<file path="src/rtl/hpram_sup_pkg.sv">
// Shared types and defaults for the HyperRAM clock supervisor.
// Holds the FSM state encoding, default cycle counts and the counter-width check.
package hpram_sup_pkg;

  typedef enum logic [2:0] {
    PLL_RST   = 3'd0,
    WAIT_LOCK = 3'd1,
    STABLE    = 3'd2,
    CALIB     = 3'd3,
    READY     = 3'd4,
    FAIL      = 3'd5
  } sup_state_e;

  localparam int unsigned DEF_PLL_RST_CYC       = 27;
  localparam int unsigned DEF_LOCK_TIMEOUT_CYC  = 27000;
  localparam int unsigned DEF_LOCK_STABLE_CYC   = 2700;
  localparam int unsigned DEF_CALIB_TIMEOUT_CYC = 270000;
  localparam int unsigned DEF_CNT_W             = 20;

  // True when a cnt_w-bit counter can represent every cycle constant.
  function automatic bit cnt_w_covers(input int unsigned cnt_w,
                                      input int unsigned a,
                                      input int unsigned b,
                                      input int unsigned c,
                                      input int unsigned d);
    longint unsigned lim;
    lim = 64'd1 << cnt_w;
    return (64'(a) < lim) && (64'(b) < lim) && (64'(c) < lim) && (64'(d) < lim);
  endfunction

endpackage

</file>
<file path="src/rtl/hpram_sync_bit.sv">
// Multi-flop synchronizer for a single asynchronous level into the clk domain.
module hpram_sync_bit #(
  parameter int unsigned STAGES = 2
) (
  input  logic clk,
  input  logic rst,
  input  logic d,
  output logic q
);

  logic [STAGES-1:0] sync_q;

  always_ff @(posedge clk) begin
    if (rst) sync_q <= '0;
    else     sync_q <= {sync_q[STAGES-2:0], d};
  end

  assign q = sync_q[STAGES-1];

endmodule

</file>
<file path="src/rtl/hpram_clk_supervisor.sv">
// HyperRAM PLL reset / lock qualification and controller calibration sequencer.
// Optional status outputs (lock_loss_cnt, state_dbg) under `HPRAM_SUP_STATUS_EN.
module hpram_clk_supervisor
  import hpram_sup_pkg::*;
#(
  parameter int unsigned PLL_RST_CYC       = DEF_PLL_RST_CYC,
  parameter int unsigned LOCK_TIMEOUT_CYC  = DEF_LOCK_TIMEOUT_CYC,
  parameter int unsigned LOCK_STABLE_CYC   = DEF_LOCK_STABLE_CYC,
  parameter int unsigned CALIB_TIMEOUT_CYC = DEF_CALIB_TIMEOUT_CYC,
  parameter int unsigned MAX_RETRY         = 3,
  parameter int unsigned SYNC_STAGES       = 2,
  parameter int unsigned CNT_W             = DEF_CNT_W
) (
  input  logic       clk,
  input  logic       rst,
  input  logic       pll_lock,
  input  logic       calib_done,
  output logic       pll_reset,
  output logic       mem_rst,
  output logic       ready,
  output logic       fail
`ifdef HPRAM_SUP_STATUS_EN
  ,
  output logic [7:0] lock_loss_cnt,
  output logic [2:0] state_dbg
`endif
);

  localparam logic [CNT_W-1:0] PLL_RST_LAST  = CNT_W'(PLL_RST_CYC - 1);
  localparam logic [CNT_W-1:0] LOCK_TO_LAST  = CNT_W'(LOCK_TIMEOUT_CYC - 1);
  localparam logic [CNT_W-1:0] STABLE_LAST   = CNT_W'(LOCK_STABLE_CYC - 1);
  localparam logic [CNT_W-1:0] CALIB_TO_LAST = CNT_W'(CALIB_TIMEOUT_CYC - 1);
  localparam int unsigned      RETRY_W       = (MAX_RETRY < 1) ? 1 : $clog2(MAX_RETRY + 1);
  localparam logic [RETRY_W-1:0] RETRY_MAX   = RETRY_W'(MAX_RETRY);

  if (!cnt_w_covers(CNT_W, PLL_RST_CYC, LOCK_TIMEOUT_CYC, LOCK_STABLE_CYC,
                    CALIB_TIMEOUT_CYC)) begin : g_bad_cnt_w
    $fatal(1, "CNT_W too narrow for the configured cycle counts");
  end

  sup_state_e         state_q, state_d;
  logic [CNT_W-1:0]   cnt_q;
  logic [RETRY_W-1:0] retry_q, retry_d;
  logic               cnt_clr, take_retry;
  logic               lock_s, calib_s;

  hpram_sync_bit #(.STAGES(SYNC_STAGES)) u_sync_lock (
    .clk (clk),
    .rst (rst),
    .d   (pll_lock),
    .q   (lock_s)
  );

  hpram_sync_bit #(.STAGES(SYNC_STAGES)) u_sync_calib (
    .clk (clk),
    .rst (rst),
    .d   (calib_done),
    .q   (calib_s)
  );

  always_comb begin
    state_d    = state_q;
    retry_d    = retry_q;
    cnt_clr    = 1'b0;
    take_retry = 1'b0;
    case (state_q)
      PLL_RST: begin
        if (cnt_q == PLL_RST_LAST) begin
          state_d = WAIT_LOCK;
          cnt_clr = 1'b1;
        end
      end
      WAIT_LOCK: begin
        if (lock_s) begin
          state_d = STABLE;
          cnt_clr = 1'b1;
        end else if (cnt_q == LOCK_TO_LAST) begin
          take_retry = 1'b1;
        end
      end
      STABLE: begin
        if (!lock_s) begin
          state_d = WAIT_LOCK;
          cnt_clr = 1'b1;
        end else if (cnt_q == STABLE_LAST) begin
          state_d = CALIB;
          cnt_clr = 1'b1;
        end
      end
      CALIB: begin
        // Lock loss outranks a coincident calibration-done.
        if (!lock_s || cnt_q == CALIB_TO_LAST) begin
          take_retry = 1'b1;
        end else if (calib_s) begin
          state_d = READY;
          retry_d = '0;
          cnt_clr = 1'b1;
        end
      end
      READY: begin
        if (!lock_s) take_retry = 1'b1;
      end
      FAIL: ;
      default: begin
        state_d = PLL_RST;
        cnt_clr = 1'b1;
      end
    endcase

    if (take_retry) begin
      cnt_clr = 1'b1;
      if (retry_q == RETRY_MAX) begin
        state_d = FAIL;
      end else begin
        state_d = PLL_RST;
        retry_d = retry_q + RETRY_W'(1);
      end
    end
  end

  // Outputs are registered from the next state so they line up with state_q.
  always_ff @(posedge clk) begin
    if (rst) begin
      state_q   <= PLL_RST;
      cnt_q     <= '0;
      retry_q   <= '0;
      pll_reset <= 1'b1;
      mem_rst   <= 1'b1;
      ready     <= 1'b0;
      fail      <= 1'b0;
    end else begin
      state_q   <= state_d;
      retry_q   <= retry_d;
      if (cnt_clr)         cnt_q <= '0;
      else if (cnt_q != '1) cnt_q <= cnt_q + CNT_W'(1);
      pll_reset <= (state_d == PLL_RST);
      mem_rst   <= !((state_d == CALIB) || (state_d == READY));
      ready     <= (state_d == READY);
      fail      <= (state_d == FAIL);
    end
  end

`ifdef HPRAM_SUP_STATUS_EN
  always_ff @(posedge clk) begin
    if (rst) begin
      lock_loss_cnt <= '0;
    end else if (state_q == READY && take_retry && lock_loss_cnt != '1) begin
      lock_loss_cnt <= lock_loss_cnt + 8'd1;
    end
  end

  assign state_dbg = state_q;
`endif

endmodule

</file>
<file path="config.mk">
export PLATFORM = sky130hd
export DESIGN_NAME = hpram_clk_supervisor
export DESIGN_NICKNAME = d
export VERILOG_FILES = /design/src/rtl/hpram_sup_pkg.sv /design/src/rtl/hpram_sync_bit.sv /design/src/rtl/hpram_clk_supervisor.sv
export SDC_FILE = /design/constraint.sdc
export NUM_CORES = 1
export LEC_CHECK = 0
export CAP_MARGIN = 30
export CELL_PAD_IN_SITES_DETAIL_PLACEMENT = 1
export CELL_PAD_IN_SITES_GLOBAL_PLACEMENT = 2
export CORE_ASPECT_RATIO = 1.1
export CORE_MARGIN = 3
export CORE_UTILIZATION = 33
export DETAILED_ROUTE_END_ITERATION = 10
export GPL_TIMING_DRIVEN = 0
export PLACE_DENSITY_LB_ADDON = 0.1
export SYNTH_ARGS = -nofsm -noshare
export SYNTH_HDL_FRONTEND = slang
export SYNTH_SLANG_ARGS = --single-unit
</file>
<file path="constraint.sdc">
create_clock -name clk -period 2.3 [get_ports clk]
set_clock_uncertainty 0.2 [all_clocks]
set_input_delay 0.23 -clock clk [delete_from_list [all_inputs] [get_ports clk]]
set_output_delay 0.23 -clock clk [all_outputs]
set_load 0.01 [all_outputs]
</file>
# [Word level (Yosys, flattened, before mapping)]
# Cells that the tools add are included.
[totals] ff_bits=33 output_inout_bits=4 wordCells=60
[op_classes] n_reduce_logical=8 muxes=27 addsub=2 n_eq_ne=14
[op_table] cell="$mux 3" count=8
[op_table] cell="$add 20x1->20 const B" count=1
[op_table] cell="$eq 20x12->1 const B" count=1
[op_table] cell="$eq 20x15->1 const B" count=1
[op_table] cell="$eq 20x19->1 const B" count=1
[op_table] cell="$eq 20x5->1 const B" count=1
[op_table] cell="$ne 20x20->1 const B" count=1
[op_table] cell="$pmux 3 s5" count=1
[op_table] cell="$eq 3x3->1 const B" count=4
[op_table] cell="$mux 1" count=11
[op_table] cell="$mux 2" count=5
[op_table] cell="$eq 3x2->1 const B" count=3
[op_table] cell="$logic_not 3->1" count=2
[op_table] cell="$pmux 1 s5" count=1
[op_table] cell="$reduce_or 2->1" count=2
[op_table] cell="$eq 3x1->1 const B" count=1
[op_table] cell="$pmux 1 s3" count=1
[op_table] cell="$add 2x1->2 const B" count=1
[op_table] cell="$eq 2x2->1 const B" count=1
[op_table] cell="$logic_not 1->1" count=2
[op_table] cell="$logic_or 1x1->1" count=2

# [Logic depth before layout (Yosys ltp)]
# Gate-level depths: netlist (run 1).
[depth] word_depth=8 mapped_depth=9 ltp_nobuf=7

# [By module]
# Synthesis (run 1) repeated with hierarchy kept, for this count alone.
[hier_totals] hier_cells=195 hier_area_um2=1811.7
[modules_own_cells] module="hpram_clk_supervisor" cells_each=187 area_each_um2=1706.6 seq_area_each_um2=580.6 instances=1
[modules_own_cells] module="hpram_sync_bit" cells_each=4 area_each_um2=52.6 seq_area_each_um2=40.0 instances=2

# [Least setup slack after synthesis (run 1)]
# No wires, ideal clock.
[synth_path] path_kind="reg-to-reg" startpoint="register cnt_q[0]" endpoint="register pll_reset" setup_slack_ns=-0.035 path_stages_with_launch=8 t_arrival_ns=2.061 setup_ns=0.074 path_cell_list="dfxtp_1 ha_1 and4_1 nand4_1 or3_1 a22o_4 mux2_4 a31oi_2"
[synth_between] elab_chain_len=6
[synth_rtl] item="from (decl)" line="hpram_clk_supervisor.sv:42" text="logic [CNT_W-1:0] cnt_q;"
[synth_rtl] item="from (signal assigned)" line="hpram_clk_supervisor.sv:135" text="else if (cnt_q != '1) cnt_q <= cnt_q + CNT_W'(1);"
[synth_rtl] item="$eq 20x12->1, or another cell as far along" line="hpram_clk_supervisor.sv:85" text="end else if (cnt_q == STABLE_LAST) begin"
[synth_rtl] item="$mux 3, or another cell as far along" line="hpram_clk_supervisor.sv:85"
[synth_rtl] item="$mux 3, or another cell as far along" line="hpram_clk_supervisor.sv:82" text="if (!lock_s) begin"
[synth_rtl] item="$pmux 3 s5 / $pmux 1 s3 (equally long branches)" line="hpram_clk_supervisor.sv:66" text="case (state_q)"
[synth_rtl] item="$mux 3 (*)" line="hpram_clk_supervisor.sv:110" text="if (take_retry) begin"
[synth_rtl] item="$logic_not 3->1 (*)" line="hpram_clk_supervisor.sv:136" text="pll_reset <= (state_d == PLL_RST);"
[synth_rtl] item="to (signal assigned)" line="hpram_clk_supervisor.sv:136"
[synth_rtl] item="to (decl)" line="hpram_clk_supervisor.sv:18" text="output logic pll_reset,"
# Mark *: on every way between the ends. The rest lies on a longest branch, timed or not.
# A chain may end at the register's enable or synchronous reset.

# [Worst setup path in the final report (run 1)]
[layout_path] startpoint="register state_q[1]" endpoint="register cnt_q[18]"
[layout_between] elab_chain_len=5
[layout_rtl] item="from (decl)" line="hpram_clk_supervisor.sv:41" text="sup_state_e state_q, state_d;"
[layout_rtl] item="from (signal assigned)" line="hpram_clk_supervisor.sv:132" text="state_q <= state_d;"
[layout_rtl] item="$eq 3x3->1" line="hpram_clk_supervisor.sv:66"
[layout_rtl] item="$reduce_or 2->1 (no source line)"
[layout_rtl] item="$pmux 1 s5" line="hpram_clk_supervisor.sv:66"
[layout_rtl] item="$mux 1 (*)" line="hpram_clk_supervisor.sv:110"
[layout_rtl] item="$reduce_or 2->1 (no source line) (*)"
# Marked as above.

==> results of run 1 <==
==> layout make-up <==
| cell class | instances | area, sq um |
|---|---|---|
| plain buffers | 7 | 47.5 |
| clock buffers | 5 | 68.8 |
| clock inverters | 1 | 5.00 |
| fillers | 557 | 2640 |
| inverters | 4 | 15.0 |
| multi-input cells | 155 | 1070 |
| flip-flops and latches | 33 | 693 |
| well taps | 56 | 70.1 |
| repair buffers | 20 | 179 |
==> through the flow <==
step	utilization, %	cells	total power (uW)
final	44.9	281	1050
after floorplan	-	201	627
after global placement	38.5	264	641
after CTS	42.7	276	1050
after global routing	44.9	281	1100
after detailed placement	38.5	264	642
==> cell families after synthesis <==
| group | count (synthesis) |
|---|---|
| and+or+nand+nor | 107 |
| DFF | 33 |
| AOI/OAI and AO/OA | 28 |
| muxes | 2 |
| adders and majority gates | 3 |
| buffers and inverters | 13 |
| xor gates and xnor gates | 15 |
==> registers in the layout (all words and copies together) (netlist names) <==
name and count:
ready 1, u_sync_lock.sync_q 2, fail 1, pll_reset 1, mem_rst 1, state_q 3
u_sync_calib.sync_q 2, retry_q 2, cnt_q 20
==> critical path: stages, from the launching register on <==
cell and delay, ns:
dfxtp_1 0.36, clkbuf_2 0.25, nand3b_1 0.17, or3_4 0.45, a22o_4 0.30, nand4b_1 0.12, buf_6 0.14, buf_6 0.12
a311oi_1 0.05
==> per-layer routing <==
metal / up-vias / routed length (um) / global-route usage [%]
met5: - / 0 / 0
met4: 0 / 119 / 6.88
met3: 9 / 186 / 4.58
met2: 25 / 2390 / 29.1
met1: 748 / 2020 / 19.5
li1: 762 / - / -
==> power groups by stage <==
| stage | registers [uW] | logic, uW | clock network, uW |
|---|---|---|---|
| floorplan | 598 | 28.2 | 0 |
| detailed placement | 600 | 42.4 | 0 |
| global route | 580 | 69.6 | 450 |
| finish | 580 | 63.9 | 402 |
| CTS | 586 | 52.9 | 414 |
| global placement | 599 | 41.5 | 0 |
==> cells in the mapped netlist (4+ instances only) <==
cell      count
and4_1        4
nand2_1      19
nor2b_1       8
dfxtp_1      33
xor2_1       13
nand3_1      13
a21oi_1       7
nor2_1       28
o21ai_0       8
clkbuf_1      6
nand4_1      10
and3_1        4
inv_1         4
==> final timing paths <==
check | start | to | slack (ns)
worst min register to register | u_sync_lock.sync_q[0]$_SDFF_PP0_ | u_sync_lock.sync_q[1]$_SDFF_PP0_ | 0.25
worst max-delay path | state_q[1]$_SDFF_PP0_ | cnt_q[18]$_SDFFE_PP0P_ | 0.009
worst max register to register | state_q[1]$_SDFF_PP0_ | cnt_q[18]$_SDFFE_PP0P_ | 0.009
worst min-delay path | u_sync_lock.sync_q[0]$_SDFF_PP0_ | u_sync_lock.sync_q[1]$_SDFF_PP0_ | 0.25
==> timing repair <==
action / CTS / global route
cloned: 2 / 0
hold buffers: 0 / 0
setup buffers: 6 / 5
pin swaps: 4 / 9
endpoints found under the setup margin: 24 / 22
gates resized for setup: 32 / 22
==> run summary, run 1 <==
Outcome -> complete, no violations
Unique masters post-synth -> 40
Num CTS Buffers -> 5
Post-synthesis mux area share -> 1.48%
Nature of the critical path endpoint -> register
Post-Synth Adder-Cell Area -> 2.22%
Pwr dens -> 487 nW/um^2
Post-Synth XOR/XNOR Area -> 7.78%
Top cell type's share of synthesized area -> 39.1%
Largest net degree at the start of global routing -> 11
Hold depth -> 1
Fin Hold WS -> 0.245 ns
Syn_nets -> 208
Die height -> 81.0 um
TNS Setup -> 0 ns
Reg2Reg Depth -> 8
Commonest non-fill, non-tap cells in the layout -> dfxtp_1 (21), nor2_1 (19), nand2_1 (19), nand3_1 (13), xor2_1 (12)
Clk buf depth -> 2
Syn. warnings -> 0
Crit-path max FO -> 10
Via density -> 5.49
ANT cells -> 0
CTS tree -> built
Simple-gate share of the synthesized area -> 35.1%
Worst Slack Setup Final -> 0.00923 ns
Clock Latency Late Sink -> 0.29 ns
Share of cells above drive strength 1 -> 27.6%
Max Slew Vio Count -> 0
Fin. Hold Viols -> 0
Slew margin rel. -> 70.1%
Tmin final -> 2.29 ns
Initial antenna violation count -> 0
Htree depth -> 2
Post-synth ARST share -> 0%
Starting density of the core -> 35.3%
DRC viols -> 0
Switching share of power -> 23.1%
GRT Total Usage -> 16.9%
Placed inst area -> 1840 sq um
TritonRoute pass-1 iters -> 4
Synthesized flop and latch total -> 33
Core Footprint -> 4780 sq um
Final antenna-violating net count -> 0
P_sw -> 241 uW
Worst Hold Class -> register to register
First-pass GRT wire length -> 7.59 mm
CTS clk-pin slew, worst paths -> 0.06 ns
Critical path type -> register to register
Place WS -> -0.368 ns
Detailed Place HPWL -> 3.18 mm
Drt total wl -> 4.71 mm
Largest family of logic cells by synthesized area -> simple AND/OR/NAND/NOR gates
VDD IR-drop max -> 0.230 mV
RSZ-0062 raised after global routing -> true
Internal -> 804 uW
Port bufs -> 7
Critical path data arrival time -> 2.24 ns
Max-cap violations -> 0
Clock sinks -> 33
CP startpoint kind -> register
CTS root buf -> clkbuf_8
Commonest non-fill, non-tap cell in the layout -> dfxtp_1
Yosys top cell by area -> dfxtp_1
Rows -> 26
DR vias -> 1544
Post-synth EDFFs -> 0
Sequential power share -> 55.5%
Final Cycle Share -> 99.6%
Drt initial violations -> 30
Critical Path RT -> 2.25 ns
Total die area -> 6010 sq um
WL/cell -> 16.8 um
Final Setup Violations -> 0
Logic gate share of total power -> 6.1%
Mapped cell area -> 1690 sq um
Clock share of power -> 38.4%
Die W -> 74.2 um
Syn Area/Cell -> 8.40 sq um
Fmax -> 437 MHz
Sequential element share of the synthesized area -> 39.1%
Post-layout net count -> 233
Congestion Overflow GR -> 0
Top cells by area, synth -> dfxtp_1 (39%), xor2_1 (6.7%), nor2_1 (6.2%)
Compound-gate portion of the synthesized area -> 11.2%
LEAKAGE -> 0.000752 uW
Area growth syn-to-layout -> 27.1%
Top-level port count -> 8
Prevailing post-synth register cell -> dfxtp_1
Fin area -> 2150 sq um
Gate Count Post-Synth -> 201
Worst slew pin tran -> 0.444 ns
RD Place Congestion -> 0.774
Number of global-route vias before repair -> 1561
Note: power is estimated with default switching activity, not from simulation.
==> inputs of run 2 (changes only) <==
--- a/config.mk
+++ b/config.mk
@@ -10,7 +10,7 @@
 export CELL_PAD_IN_SITES_GLOBAL_PLACEMENT = 2
 export CORE_ASPECT_RATIO = 1.1
 export CORE_MARGIN = 3
-export CORE_UTILIZATION = 33
+export CORE_UTILIZATION = 36
 export DETAILED_ROUTE_END_ITERATION = 10
 export GPL_TIMING_DRIVEN = 0
 export PLACE_DENSITY_LB_ADDON = 0.1
==> constraint.sdc (replaced) <==
create_clock -name clk -period 2.4 [get_ports clk]
set_clock_uncertainty 0.2 [all_clocks]
set_input_delay 0.24 -clock clk [delete_from_list [all_inputs] [get_ports clk]]
set_output_delay 0.24 -clock clk [all_outputs]
set_load 0.01 [all_outputs]
==> run 2 against run 1 <==
Effect of this change:
- clock power rose by 57%
- largest power group is now the clock network
- register-to-register slack gained 0.03 ns
- sequential share of layout area down 0.23 points
- maximum frequency shrank 2.9%
- largest cell class unchanged
==> run summary, run 2 (synthesis results as in run 1) <==
Num CTS Buffers -> 5 (unchanged)
FF-to-FF Start -> cnt_q[0]$_SDFFE_PP0P_
Critical path data arrival time -> 2.32 ns (+0.08 ns)
Multi-input logic area -> 1030 sq um (-3.2%)
Area growth syn-to-layout -> 25.5%
Slew margin rel. -> 69.3% (-0.78 points)
Via density -> 5.45 (-0.89%)
Share of cells above drive strength 1 -> 21.2% (-6.4 points)
Rows -> 25 (-3.8%)
Critical path origin -> cnt_q[0]$_SDFFE_PP0P_
WL/cell -> 16.4 um (-2.2%)
Commonest non-fill, non-tap cells in the layout -> nor2_1 (24), dfxtp_1 (24), nand2_1 (19), nand3_1 (13), xor2_1 (13)
Core Footprint -> 4410 sq um (-7.8%)
Congestion Overflow GR -> 0 (unchanged)
Critical Path RT -> 2.36 ns (+0.11 ns)
Largest net degree at the start of global routing -> 12 (+1)
CP Buf/Inv Count -> 2 (-1)
Worst path slowest cell -> or3_4
Drt total wl -> 4.53 mm (-3.9%)
Largest regs -> cnt_q: 20 flops, state_q: 3 flops
TritonRoute pass-1 iters -> 6 (+2)
DR vias -> 1503 (-2.7%)
Crit-path max FO -> 7 (-3)
Critical path type -> register to register
Fin area -> 2120 sq um (-1.3%)
Max-cap violations -> 0 (unchanged)
Placed inst area -> 1830 sq um (-0.82%)
Crit-path cells -> ha_4 > and4_1 > nand4_1 > or3_4 > a22o_4 > nand4b_1 > buf_6 > buf_6 > a311oi_1
Outcome -> complete, no violations
Clock sinks -> 33 (unchanged)
Number of flip-flops under the largest register name -> 20 (unchanged)
Number of global-route vias before repair -> 1514 (-3.0%)
Nature of the critical path endpoint -> register
Top-level port count -> 8 (unchanged)
Post-Route Utilization -> 48.0% (+3.2 points)
RSZ-0062 raised after global routing -> true
Fin Hold WS -> 0.246 ns (+0.00117 ns)
LEAKAGE -> 0.000760 uW (+1.1%)
Final antenna-violating net count -> 0 (unchanged)
Overall Power -> 1250 uW (+20%)
Max Slew Vio Count -> 0 (unchanged)
Clock Latency Late Sink -> 0.29 ns (about the same)
Worst slew pin tran -> 0.455 ns (+0.0110 ns)
FF+latch area -> 679 sq um (-2.0%)
CTS tree -> built
Port bufs -> 7 (unchanged)
CP delay by family, top -> simple AND/OR/NAND/NOR gates
CTS clk-pin slew, worst paths -> 0.07 ns (about the same)
Tmin final -> 2.36 ns (+0.0689 ns)
RD Place Congestion -> 0.867 (+12%)
Initial antenna violation count -> 0 (unchanged)
DRC viols -> 0 (unchanged)
Detailed Place HPWL -> 3.12 mm (-2.0%)
Pwr dens -> 591 nW/um^2 (+21%)
Final Setup Violations -> 0 (unchanged)
Post-layout net count -> 228 (-2.1%)
Final Cycle Share -> 98.3% (-1.3 points)
Htree depth -> 2 (unchanged)
Top reg by flops -> cnt_q
Die W -> 71.3 um (-3.9%)
Fmax -> 424 MHz (-2.9%)
Hold wc startpoint -> u_sync_lock.sync_q[0]$_SDFF_PP0_
CP startpoint kind -> register
Total die area -> 5550 sq um (-7.7%)
Slowest cell delay on critical path -> 0.43 ns (-0.02 ns)
Clk buf depth -> 2 (unchanged)
Worst Hold Class -> register to register
CP dominant cell by count -> buf_6
Die height -> 77.8 um (-3.9%)
Layout fillers -> 527 (-5.4%)
CTS root buf -> clkbuf_8
First-pass GRT wire length -> 7.48 mm (-1.5%)
Starting density of the core -> 38.3% (+3.0 points)
TNS Setup -> 0 ns (unchanged)
Drt initial violations -> 53 (+77%)
Fin. Hold Viols -> 0 (unchanged)
ANT cells -> 0 (unchanged)
GRT Total Usage -> 17.1% (+0.21 points)
VDD IR-drop max -> 0.282 mV (+22%)
## run 2: cell types whose count changed in the layout (fill, tap and decap cells not counted), sizes merged
cell / before / now
buf: 16 / 11
bufinv: 0 / 2
## run 2: routing by layer
layer	global-route usage, %	up-vias	routed length, um
li1	-	753	-
met1	20.2	726	1970
met2	29.7	15	2360
met3	4.15	9	113
met4	5.83	0	85
met5	0	-	0
## run 2: layout make-up
type                    instances  area share, %
flip-flops and latches         33           32.1
multi-input cells             155           48.8
plain buffers                   7           2.24
well taps                      54           3.19
repair buffers                 15           6.67
inverters                       4          0.709
clock inverters                 3           3.07
clock buffers                   5           3.25
## run 2: worst paths after layout
kind              depth (start not counted)                               end  slack (ns)
setup / recovery                          9            cnt_q[18]$_SDFFE_PP0P_        0.04
hold / removal                            1  u_sync_lock.sync_q[1]$_SDFF_PP0_        0.25
setup reg to reg                          9            cnt_q[18]$_SDFFE_PP0P_        0.04
hold reg to reg                           1  u_sync_lock.sync_q[1]$_SDFF_PP0_        0.25
## run 2: metrics by stage
step	worst slack [ns]	cells
2_1_floorplan	0.0650	201
3_3_place_gp	-0.380	262
3_5_place_dp	-0.366	262
4_1_cts	0.00258	273
5_1_grt	-0.0270	276
6_report	0.0403	276
## run 2: what timing repair did
item / CTS / global route
gates cloned: 2 / 0
gates resized for setup: 18 / 20
pin swaps: 2 / 10
hold buffers: 0 / 0
endpoints found under the setup margin: 29 / 24
buffers inserted: 2 / 4
## run 2: power breakdown
group          switching [uW]  internal (uW)
combinational            31.5           31.5
sequential               5.10            554
clock                     218            413
total                     254            998
==> inputs of run 3 (changes only) <==
--- a/config.mk
+++ b/config.mk
@@ -13,7 +13,7 @@
 export CORE_UTILIZATION = 36
 export DETAILED_ROUTE_END_ITERATION = 10
 export GPL_TIMING_DRIVEN = 0
-export PLACE_DENSITY_LB_ADDON = 0.1
+export PLACE_DENSITY = 0.78
 export SYNTH_ARGS = -nofsm -noshare
 export SYNTH_HDL_FRONTEND = slang
 export SYNTH_SLANG_ARGS = --single-unit
==> run 3 against run 2 <==
Effect of this change:
- the flow now finishes with violations (setup timing)
- via count rose by 2.9%
- first-iteration DRC count rose by 17%
- flip-flop and latch count did not move
==> run summary, run 3 (synthesis results as in run 1) <==
Outcome -> complete, but fails checks
Failing checks -> setup timing
Final Cycle Share -> 100% (+2.1 points)
Slew margin rel. -> 73.3% (+3.9 points)
RSZ-0062 raised after global routing -> true
Post-layout net count -> 236 (+3.5%)
DRC viols -> 0 (unchanged)
RD Place Congestion -> 0.847 (-2.3%)
Worst slew pin tran -> 0.397 ns (-0.0580 ns)
Rows -> 25 (unchanged)
Final non-filler cell total -> 284 (+2.9%)
First-pass GRT wire length -> 7.33 mm (-1.9%)
Metal1 wirelength -> 2.02 mm (+2.9%)
Number of global-route vias before repair -> 1554 (+2.6%)
Max-cap violations -> 0 (unchanged)
CTS root buf -> clkbuf_8
Critical path type -> register to register
Critical path data arrival time -> 2.38 ns (+0.06 ns)
Initial antenna violation count -> 0 (unchanged)
Starting density of the core -> 38.3% (unchanged)
Total die area -> 5550 sq um (unchanged)
Pwr dens -> 532 nW/um^2 (-10%)
CTS tree -> built
Final antenna-violating net count -> 0 (unchanged)
Commonest non-fill, non-tap cell in the layout -> nor2_1
Top reg by flops -> cnt_q
Clock sinks -> 33 (unchanged)
Largest regs -> cnt_q: 20 flops, state_q: 3 flops
Congestion Overflow GR -> 0 (unchanged)
Hold depth -> 1 (unchanged)
Fmax -> 415 MHz (-2.1%)
Critical Path RT -> 2.37 ns (about the same)
Detailed Place HPWL -> 3.21 mm (+2.9%)
Area growth syn-to-layout -> 29.0%
Slowest cell delay on critical path -> 0.57 ns (+0.14 ns)
Fin. Hold Viols -> 0 (unchanged)
Worst Slack Setup Final -> -0.00934 ns (-0.0497 ns)
Num CTS Buffers -> 5 (unchanged)
DR vias -> 1546 (+2.9%)
Crit-path max FO -> 7 (unchanged)
Crit-path cells -> nor3_4 > nand4_1 > or4_4 > a22o_4 > nand4b_1 > buf_4 > buf_6 > nor2_1
Core Footprint -> 4410 sq um (unchanged)
Number of flip-flops under the largest register name -> 20 (unchanged)
Max Slew Vio Count -> 0 (unchanged)
Via density -> 5.44 (about the same)
Highest metal used -> met4
GRT Total Usage -> 16.6% (-0.43 points)
CP Buf/Inv Count -> 2 (unchanged)
Commonest non-fill, non-tap cells in the layout -> nor2_1 (28), nand2_1 (19), dfxtp_1 (19), buf_4 (14)
DR WL met2 -> 2.56 mm (+8.1%)
VDD IR-drop max -> 0.240 mV (-15%)
Largest net degree at the start of global routing -> 11 (-1)
CTS clk-pin slew, worst paths -> 0.07 ns (about the same)
Die height -> 77.8 um (unchanged)
Reg2Reg Depth -> 8 (-1)
CP delay by family, top -> simple AND/OR/NAND/NOR gates
TritonRoute pass-1 iters -> 4 (-2)
Port bufs -> 7 (unchanged)
Tmin final -> 2.41 ns (+0.0497 ns)
Die W -> 71.3 um (unchanged)
TNS Setup -> -0.0220 ns (-0.0220 ns)
Levels on crit path -> 8 (-1)
ANT cells -> 0 (unchanged)
Share of cells above drive strength 1 -> 24.8% (+3.6 points)
Final Setup Violations -> 5 (+5)
WL/cell -> 16.7 um (+1.9%)
Placed inst area -> 1830 sq um (unchanged)
Top-level port count -> 8 (unchanged)
Worst Hold Class -> register to register
Fin area -> 2180 sq um (+2.8%)
CP startpoint kind -> register
Met3 WL post-DR -> 101 um (-11%)
Clock Latency Late Sink -> 0.28 ns (about the same)
Drt total wl -> 4.75 mm (+4.8%)
Htree depth -> 2 (unchanged)
Drt initial violations -> 62 (+17%)
Clk buf depth -> 2 (unchanged)
Worst path slowest cell -> or4_4
Nature of the critical path endpoint -> register
Placed insts -> 262 (unchanged)
LEAKAGE -> 0.000796 uW (+4.7%)
run 3: changes by cell type in the layout (fill, tap and decap cells not counted), moves of 2 or more:
cell / delta
buf_4: +9
nor2_2: -4
dfxtp_2: +2
dfxtp_1: -5
nor2_1: +4
dfxtp_4: +3
run 3: path summary, 6_finish.rpt:
check,to,from,slack [ns]
worst max-delay path,cnt_q[11]$_SDFFE_PP0P_,cnt_q[9]$_SDFFE_PP0P_,-0.009
worst min-delay path,u_sync_lock.sync_q[1]$_SDFF_PP0_,u_sync_lock.sync_q[0]$_SDFF_PP0_,0.25
worst max register to register,cnt_q[11]$_SDFFE_PP0P_,cnt_q[9]$_SDFFE_PP0P_,-0.009
worst min register to register,u_sync_lock.sync_q[1]$_SDFF_PP0_,u_sync_lock.sync_q[0]$_SDFF_PP0_,0.25
run 3: per-layer routing:
layer  track usage, %  vias up
met4             5.64        0
met1             19.2      758
met5                0        -
met2             29.5       15
met3             4.02        8
li1                 -      765
run 3: layout make-up:
| cell class | count | area (sq um) |
|---|---|---|
| fillers | 534 | 2230 |
| flip-flops and latches | 33 | 693 |
| clock inverters | 1 | 30.0 |
| well taps | 54 | 67.6 |
| clock buffers | 7 | 86.3 |
| repair buffers | 23 | 191 |
| plain buffers | 7 | 53.8 |
| multi-input cells | 155 | 1040 |
| inverters | 4 | 15.0 |
run 3: stage by stage:
stage	hold slack [ns]	utilization, %	setup slack (ns)	total power (uW)
2_1_floorplan	0.168	-	0.0650	598
5_1_grt	0.267	49.4	-0.0745	1210
3_5_place_dp	0.244	41.4	-0.410	615
3_3_place_gp	0.228	41.4	-0.363	613
6_report	0.252	49.4	-0.00934	1160
4_1_cts	0.260	45.0	0.00183	1160
run 3: what timing repair did:
action,CTS,global route
hold buffers,0,0
pin swaps,0,9
gates resized for setup,14,36
endpoints found under the setup margin,28,23
buffers inserted,0,14
cloned,0,2
run 3: power by group:
group	switching [uW]	total [uW]	internal [uW]	leakage [uW]
combinational	30.9	67.8	36.8	0.000462
clock	194	532	338	0.0000585
sequential	6.91	558	551	0.000276
total	231	1160	926	0.000796
run 3: worst register-to-register path, cell delays in order, from the launching register on:
cell and delay [ns]:
dfxtp_4 0.38, nor3_4 0.19, nand4_1 0.11, or4_4 0.57, a22o_4 0.27, nand4b_1 0.23
buf_4 0.18, buf_6 0.12, nor2_1 0.05
